===== src/rtl/cpu_pkg.sv =====
// Shared definitions for the fetch/decode/dispatch controller: opcodes,
// instruction field slicing and the controller state encoding.
package cpu_pkg;

    localparam int unsigned INSTR_W          = 16;
    localparam int unsigned NUM_OPC          = 16;

    localparam logic [3:0]  OPC_MOVI         = 4'h7;
    localparam logic [3:0]  OPC_HALT_DEFAULT = 4'hF;

    typedef enum logic [2:0] {
        StIdle,
        StFetch,
        StWaitMem,
        StDecode,
        StDispatch,
        StWaitDone,
        StHalt
    } state_e;

    // Instruction layout: [15:12] opcode, [11:6] Ri, [5:0] Rj or immediate.
    function automatic logic [3:0] instr_opc(input logic [INSTR_W-1:0] w);
        return w[15:12];
    endfunction

    function automatic logic [5:0] instr_ri(input logic [INSTR_W-1:0] w);
        return w[11:6];
    endfunction

    function automatic logic [5:0] instr_num(input logic [INSTR_W-1:0] w);
        return w[5:0];
    endfunction

endpackage


===== src/rtl/dispatch_wdog.sv =====
// Wait-state watchdog: counts stalled cycles and flags expiry on the
// WDOG_MAX-th consecutive stalled cycle since the last clear.
module dispatch_wdog #(
    parameter int unsigned WDOG_MAX = 255
) (
    input  logic clk,
    input  logic reset,
    input  logic clear,
    input  logic count,
    output logic expire
);

    localparam int unsigned WDOG_W = $clog2(WDOG_MAX + 1);

    logic [WDOG_W-1:0] cnt_q, cnt_d;

    // Expiry and next count; the counter saturates once expired.
    always_comb begin
        expire = count && (cnt_q == WDOG_W'(WDOG_MAX - 1));
        cnt_d  = cnt_q;
        if (clear) begin
            cnt_d = '0;
        end else if (count && !expire) begin
            cnt_d = cnt_q + WDOG_W'(1);
        end
    end

    // Counter register with synchronous active-low reset.
    always_ff @(posedge clk) begin
        if (!reset) begin
            cnt_q <= '0;
        end else begin
            cnt_q <= cnt_d;
        end
    end

endmodule


===== src/rtl/instr_dispatch.sv =====
// Fetch/decode/dispatch controller: fetches 16-bit instructions over a
// req/ack port, pulses one execution FSM start line and waits for its done.
module instr_dispatch
    import cpu_pkg::*;
#(
    parameter int unsigned PC_W     = 8,
    parameter logic [3:0]  OPC_HALT = OPC_HALT_DEFAULT,
    parameter int unsigned WDOG_MAX = 255
) (
    input  logic                clk,
    input  logic                reset,
    input  logic                run,
    output logic                mem_req,
    output logic [PC_W-1:0]     mem_addr,
    input  logic                mem_ack,
    input  logic [INSTR_W-1:0]  mem_data,
    output logic [NUM_OPC-1:0]  start_vec,
    output logic [5:0]          Ri,
    output logic [5:0]          num,
    input  logic [NUM_OPC-1:0]  done_vec,
    output logic [PC_W-1:0]     pc,
    output logic                halted,
    output logic                err
);

    state_e               state_q, state_d;
    logic [PC_W-1:0]      pc_q, pc_d;
    logic                 mem_req_q, mem_req_d;
    logic [PC_W-1:0]      mem_addr_q, mem_addr_d;
    logic [NUM_OPC-1:0]   start_vec_q, start_vec_d;
    logic [5:0]           ri_q, ri_d;
    logic [5:0]           num_q, num_d;
    logic [INSTR_W-1:0]   ir_q, ir_d;
    logic                 err_q, err_d;

    logic                 wdog_clear;
    logic                 wdog_count;
    logic                 wdog_expire;
    logic [3:0]           opc;
    logic                 done_hit;

    assign opc      = instr_opc(ir_q);
    // Only the dispatched opcode's done line matters.
    assign done_hit = done_vec[opc];

    dispatch_wdog #(
        .WDOG_MAX (WDOG_MAX)
    ) u_wdog (
        .clk    (clk),
        .reset  (reset),
        .clear  (wdog_clear),
        .count  (wdog_count),
        .expire (wdog_expire)
    );

    // Next-state and registered-output logic for the controller FSM.
    always_comb begin
        state_d     = state_q;
        pc_d        = pc_q;
        mem_req_d   = mem_req_q;
        mem_addr_d  = mem_addr_q;
        start_vec_d = '0;
        ri_d        = ri_q;
        num_d       = num_q;
        ir_d        = ir_q;
        err_d       = err_q;
        wdog_clear  = 1'b0;
        wdog_count  = 1'b0;

        unique case (state_q)
            StIdle: begin
                if (run) begin
                    state_d = StFetch;
                end
            end
            StFetch: begin
                mem_req_d  = 1'b1;
                mem_addr_d = pc_q;
                wdog_clear = 1'b1;
                state_d    = StWaitMem;
            end
            StWaitMem: begin
                if (mem_ack) begin
                    ir_d      = mem_data;
                    mem_req_d = 1'b0;
                    state_d   = StDecode;
                end else begin
                    wdog_count = 1'b1;
                    if (wdog_expire) begin
                        err_d     = 1'b1;
                        mem_req_d = 1'b0;
                        state_d   = StHalt;
                    end
                end
            end
            StDecode: begin
                ri_d    = instr_ri(ir_q);
                num_d   = instr_num(ir_q);
                state_d = (opc == OPC_HALT) ? StHalt : StDispatch;
            end
            StDispatch: begin
                start_vec_d = NUM_OPC'(1) << opc;
                wdog_clear  = 1'b1;
                state_d     = StWaitDone;
            end
            StWaitDone: begin
                if (done_hit) begin
                    pc_d    = pc_q + PC_W'(1);
                    state_d = run ? StFetch : StIdle;
                end else begin
                    wdog_count = 1'b1;
                    if (wdog_expire) begin
                        err_d   = 1'b1;
                        state_d = StHalt;
                    end
                end
            end
            StHalt: begin
                state_d = StHalt;
            end
            default: begin
                state_d = StIdle;
            end
        endcase
    end

    // State and output registers with synchronous active-low reset.
    always_ff @(posedge clk) begin
        if (!reset) begin
            state_q     <= StIdle;
            pc_q        <= '0;
            mem_req_q   <= 1'b0;
            mem_addr_q  <= '0;
            start_vec_q <= '0;
            ri_q        <= '0;
            num_q       <= '0;
            ir_q        <= '0;
            err_q       <= 1'b0;
        end else begin
            state_q     <= state_d;
            pc_q        <= pc_d;
            mem_req_q   <= mem_req_d;
            mem_addr_q  <= mem_addr_d;
            start_vec_q <= start_vec_d;
            ri_q        <= ri_d;
            num_q       <= num_d;
            ir_q        <= ir_d;
            err_q       <= err_d;
        end
    end

    assign mem_req   = mem_req_q;
    assign mem_addr  = mem_addr_q;
    assign start_vec = start_vec_q;
    assign Ri        = ri_q;
    assign num       = num_q;
    assign pc        = pc_q;
    assign halted    = (state_q == StHalt);
    assign err       = err_q;

endmodule


===== config.mk =====
export PLATFORM = sky130hd
export DESIGN_NAME = instr_dispatch
export DESIGN_NICKNAME = d
export VERILOG_FILES = /design/src/rtl/cpu_pkg.sv /design/src/rtl/dispatch_wdog.sv /design/src/rtl/instr_dispatch.sv
export SDC_FILE = /design/constraint.sdc
export NUM_CORES = 1
export LEC_CHECK = 0
export ABC_AREA = 1
export CAP_MARGIN = 20
export CORE_ASPECT_RATIO = 1.25
export CORE_MARGIN = 3
export CORE_UTILIZATION = 42
export CTS_CLUSTER_SIZE = 14
export DETAILED_ROUTE_END_ITERATION = 7
export PLACE_DENSITY_LB_ADDON = 0.1
export SLEW_MARGIN = 40
export SYNTH_ARGS = -nofsm -noshare
export SYNTH_HDL_FRONTEND = slang
export SYNTH_SLANG_ARGS = --single-unit

===== constraint.sdc =====
create_clock -name clk -period 1.7 [get_ports clk]
set_clock_uncertainty 0.15 [all_clocks]
set_input_delay 0.34 -clock clk [delete_from_list [all_inputs] [get_ports clk]]
set_output_delay 0.34 -clock clk [all_outputs]
set_load 0.05 [all_outputs]

==> results.sh <==
export IMPL_cp_arrival_ns=1.15
export IMPL_critPathLaunchType="flop"
export IMPL_powerDensity_nw_per_um2=1270
export IMPL_worstReg2RegStart="ir_q[12]$_SDFFE_PN0P_"
export IMPL_wl_mm=7.95
export IMPL_maxSlewHeadroom_pct=77.3
export IMPL_synth_top_area_share_pct=47.2
export IMPL_dieArea_um2=8440
export IMPL_drive_above_1_share_pct=29.5
export IMPL_fill_cells=575
export IMPL_syn_inst=392
export IMPL_cts_made_buffers=9
export IMPL_path_clk_slew_ns=0.08
export IMPL_ios=83
export IMPL_port_buffers=82
export IMPL_drc=0
export IMPL_outcome="finished, final reports clean"
export IMPL_final_cells=592
export IMPL_cts_tree="yes"
export IMPL_synth_ff_type="dfxtp_1"
export IMPL_syn_nets=431
export IMPL_drtIter0Drc=107
export IMPL_finalHoldViolations=0
export IMPL_period_share_pct=96.7
export IMPL_min_delay_worst_endpoint="ir_q[0]$_SDFFE_PN0P_"
export IMPL_grtUsageTotal_pct=19.4
export IMPL_rows=34
export IMPL_cp_max_fo=4
export IMPL_clockBufferDepth=2
export IMPL_first_pass_iters=4
export IMPL_avgSynthCellArea_um2=7.89
export IMPL_place_inst=571
export IMPL_initial_core_util_pct=43.8
export IMPL_grt_pass1_vias=2745
export IMPL_die_w_um=82.8
export IMPL_finalPower_w=0.00607
export IMPL_period_minus_slack_ns=1.64
export IMPL_vdd_ir_drop_max_v=0.00109
export IMPL_min_delay_start="ir_q[0]$_SDFFE_PN0P_"
export IMPL_synth_edff_count=0
export IMPL_rsz0062_at_grt="true"
export IMPL_place_hpwl_mm=5.62
export IMPL_cts_root_buf="clkbuf_8"
export IMPL_insertion_delay_ns=0.34
export IMPL_place_gp_congestion=0.819
export IMPL_grt_start_max_net_pins=26
export IMPL_yosysTopAreaCell="dfxtp_1"
export IMPL_seq_area_frac_synth_pct=47.2
export IMPL_final_antenna_net_count=0
export IMPL_tightest_slew_ns=0.340
export IMPL_grt_pass1_wl_mm=12.8
export IMPL_whs_path_depth=2
export IMPL_timing_max_cap_violations=0
export IMPL_r2r_end="u_wdog.cnt_q[4]$_SDFFE_PP0P_"
export IMPL_area_growth_pct=54.3
export IMPL_setup_tns_ns=0
export IMPL_crit_type="flop to output pin"
export IMPL_grt_overflow=0
export IMPL_ff2ff_path_depth=10
export IMPL_vias_per_cell=4.90
export IMPL_hold_class="flop to flop"
export IMPL_antenna_found_initial=0
export IMPL_holdBufCountCts=0
export IMPL_routedWlPerCell_um=13.4
export IMPL_core_area_um2=7060
export IMPL_nets=536
export IMPL_reg2reg_slack_ns=0.08
export IMPL_ys_warn_count=0
export IMPL_synth_area_leaders="dfxtp_1, nor2_1, nand2_1, nand3_1, o21ai_1"
export IMPL_end_kind="output pin"
export IMPL_ys_ff_latch=73
export IMPL_synth_cell_types=30
export IMPL_netlist_area_um2=3090
export IMPL_num_antenna_cells=0
export IMPL_h_tree_depth=3
export IMPL_async_flop_share_pct=0
export IMPL_max_freq_ghz=0.608
export IMPL_setup_viol=0
export IMPL_cp_required_ns=1.21
export IMPL_final_max_slew_viol_count=0
export IMPL_cts_sinks=73
export IMPL_via_count=2899
export IMPL_die_y_um=102
export IMPL_p_leak_nw=1.93
==> logic make-up (layout without fill, tap and decap cells) <==
kind of cell,Yosys count,count (layout),share of synthesized area [%]
XOR/XNOR,12,12,3.40
AO/OA/AOI/OAI,63,63,11.0
flip-flops,73,73,47.2
buffers and inverters,37,146,5.26
adder cells (fa/ha/maj),3,3,1.21
AND/OR/NAND/NOR,204,205,31.9
==> sequential cells by signal (all words and copies together), names as in the netlist <==
name          cells
mem_addr          8
start_vec        16
Ri                6
err               1
ir_q             16
pc                8
num               6
mem_req           1
state_q           3
u_wdog.cnt_q      8
==> Yosys cell counts (2+ instances only) <==
| cell type | instances |
|---|---|
| o21ai_1 | 26 |
| nand2_4 | 2 |
| o21ai_0 | 13 |
| buf_2 | 4 |
| inv_2 | 9 |
| ha_1 | 3 |
| nor3_1 | 20 |
| clkbuf_1 | 9 |
| nand4_1 | 3 |
| xnor2_1 | 4 |
| inv_1 | 12 |
| nand3_4 | 3 |
| nand2_2 | 7 |
| nor2_1 | 77 |
| a21oi_1 | 17 |
| nand3_1 | 29 |
| nand3_2 | 3 |
| xor2_1 | 8 |
| dfxtp_1 | 73 |
| a21oi_2 | 6 |
| nand2_1 | 55 |
==> power by group <==
| part | total (W) | leakage, nW | internal, W | switching (W) |
|---|---|---|---|---|
| logic | 0.00246 | 1.24 | 0.00106 | 0.00140 |
| clock network | 0.00138 | 0.0949 | 0.000720 | 0.000659 |
| registers | 0.00223 | 0.596 | 0.00198 | 0.000251 |
==> timing repair <==
item / CTS / global route
cloned: 0 / 1
setup endpoints to repair: 2 / 19
pin swaps: 0 / 10
resized for setup: 3 / 26
buffers inserted: 0 / 4
==> worst max-delay path, cell delays in order (launching register included) <==
cell and delay (ns):
dfxtp_4 0.38, inv_4 0.04, nor3_4 0.22, buf_12 0.17
==> cell usage in the layout, fill, tap and decap left out, types with 10 or more instances in the layout <==
master,Yosys,routed
clkdlybuf4s50_1,0,35
o21ai_1,26,26
nand2_1,55,53
clkbuf_8,0,10
nor2_1,77,74
inv_1,12,11
nor3_1,20,19
a21oi_2,6,10
buf_12,0,35
buf_4,1,35
a21oi_1,17,13
dfxtp_1,73,65
nand3_1,29,25
o21ai_0,13,13
nand2_2,7,10
==> stage by stage <==
stage	hold slack [ns]	utilization [%]	worst slack [ns]	instance area (um^2)
floorplan	0.300	-	0.00962	3100
global placement	0.308	63.0	-0.165	4450
detailed placement	0.318	63.0	-0.213	4450
CTS	0.338	66.1	-0.00251	4660
global route	0.357	67.6	-0.0180	4770
finish	0.332	67.6	0.0561	4770
==> cell type report <==
class | count | area (um^2) | share of cell area [%]
multi-input cells | 283 | 1540 | 32.2
flip-flops and latches | 73 | 1480 | 30.9
repair buffers | 108 | 1350 | 28.2
clock buffers | 10 | 138 | 2.88
well taps | 90 | 113 | 2.36
inverters | 22 | 97.6 | 2.04
clock inverters | 6 | 66.3 | 1.39
==> worst max-delay path by stage <==
| stage | startpoint | to | slack (ns) | depth (start not counted) |
|---|---|---|---|---|
| final | state_q[1]$_SDFFE_PN0P_ | halted | 0.06 | 3 |
| after global routing | u_wdog.cnt_q[4]$_SDFFE_PP0P_ | u_wdog.cnt_q[0]$_SDFFE_PP0P_ | -0.02 | 8 |
| after CTS | state_q[2]$_SDFFE_PN0P_ | halted | -0.003 | 3 |
| after detailed placement | reset | u_wdog.cnt_q[1]$_SDFFE_PP0P_ | -0.21 | 6 |
| after global placement | done_vec[6] | pc[7]$_SDFFE_PN0P_ | -0.17 | 11 |
| after floorplan | state_q[2]$_SDFFE_PN0P_ | state_q[1]$_SDFFE_PN0P_ | 0.01 | 6 |
==> per-layer routing <==
| layer | share of wire, % | GRT usage, % | vias up |
|---|---|---|---|
| met4 | 1.8 | 7.80 | 0 |
| met2 | 51 | 33.2 | 75 |
| met3 | 5.0 | 3.70 | 14 |
| met5 | 0 | 0 | - |
| met1 | 43 | 23.8 | 1310 |
| li1 | - | - | 1500 |
Note: power is estimated with default switching activity, not from simulation.
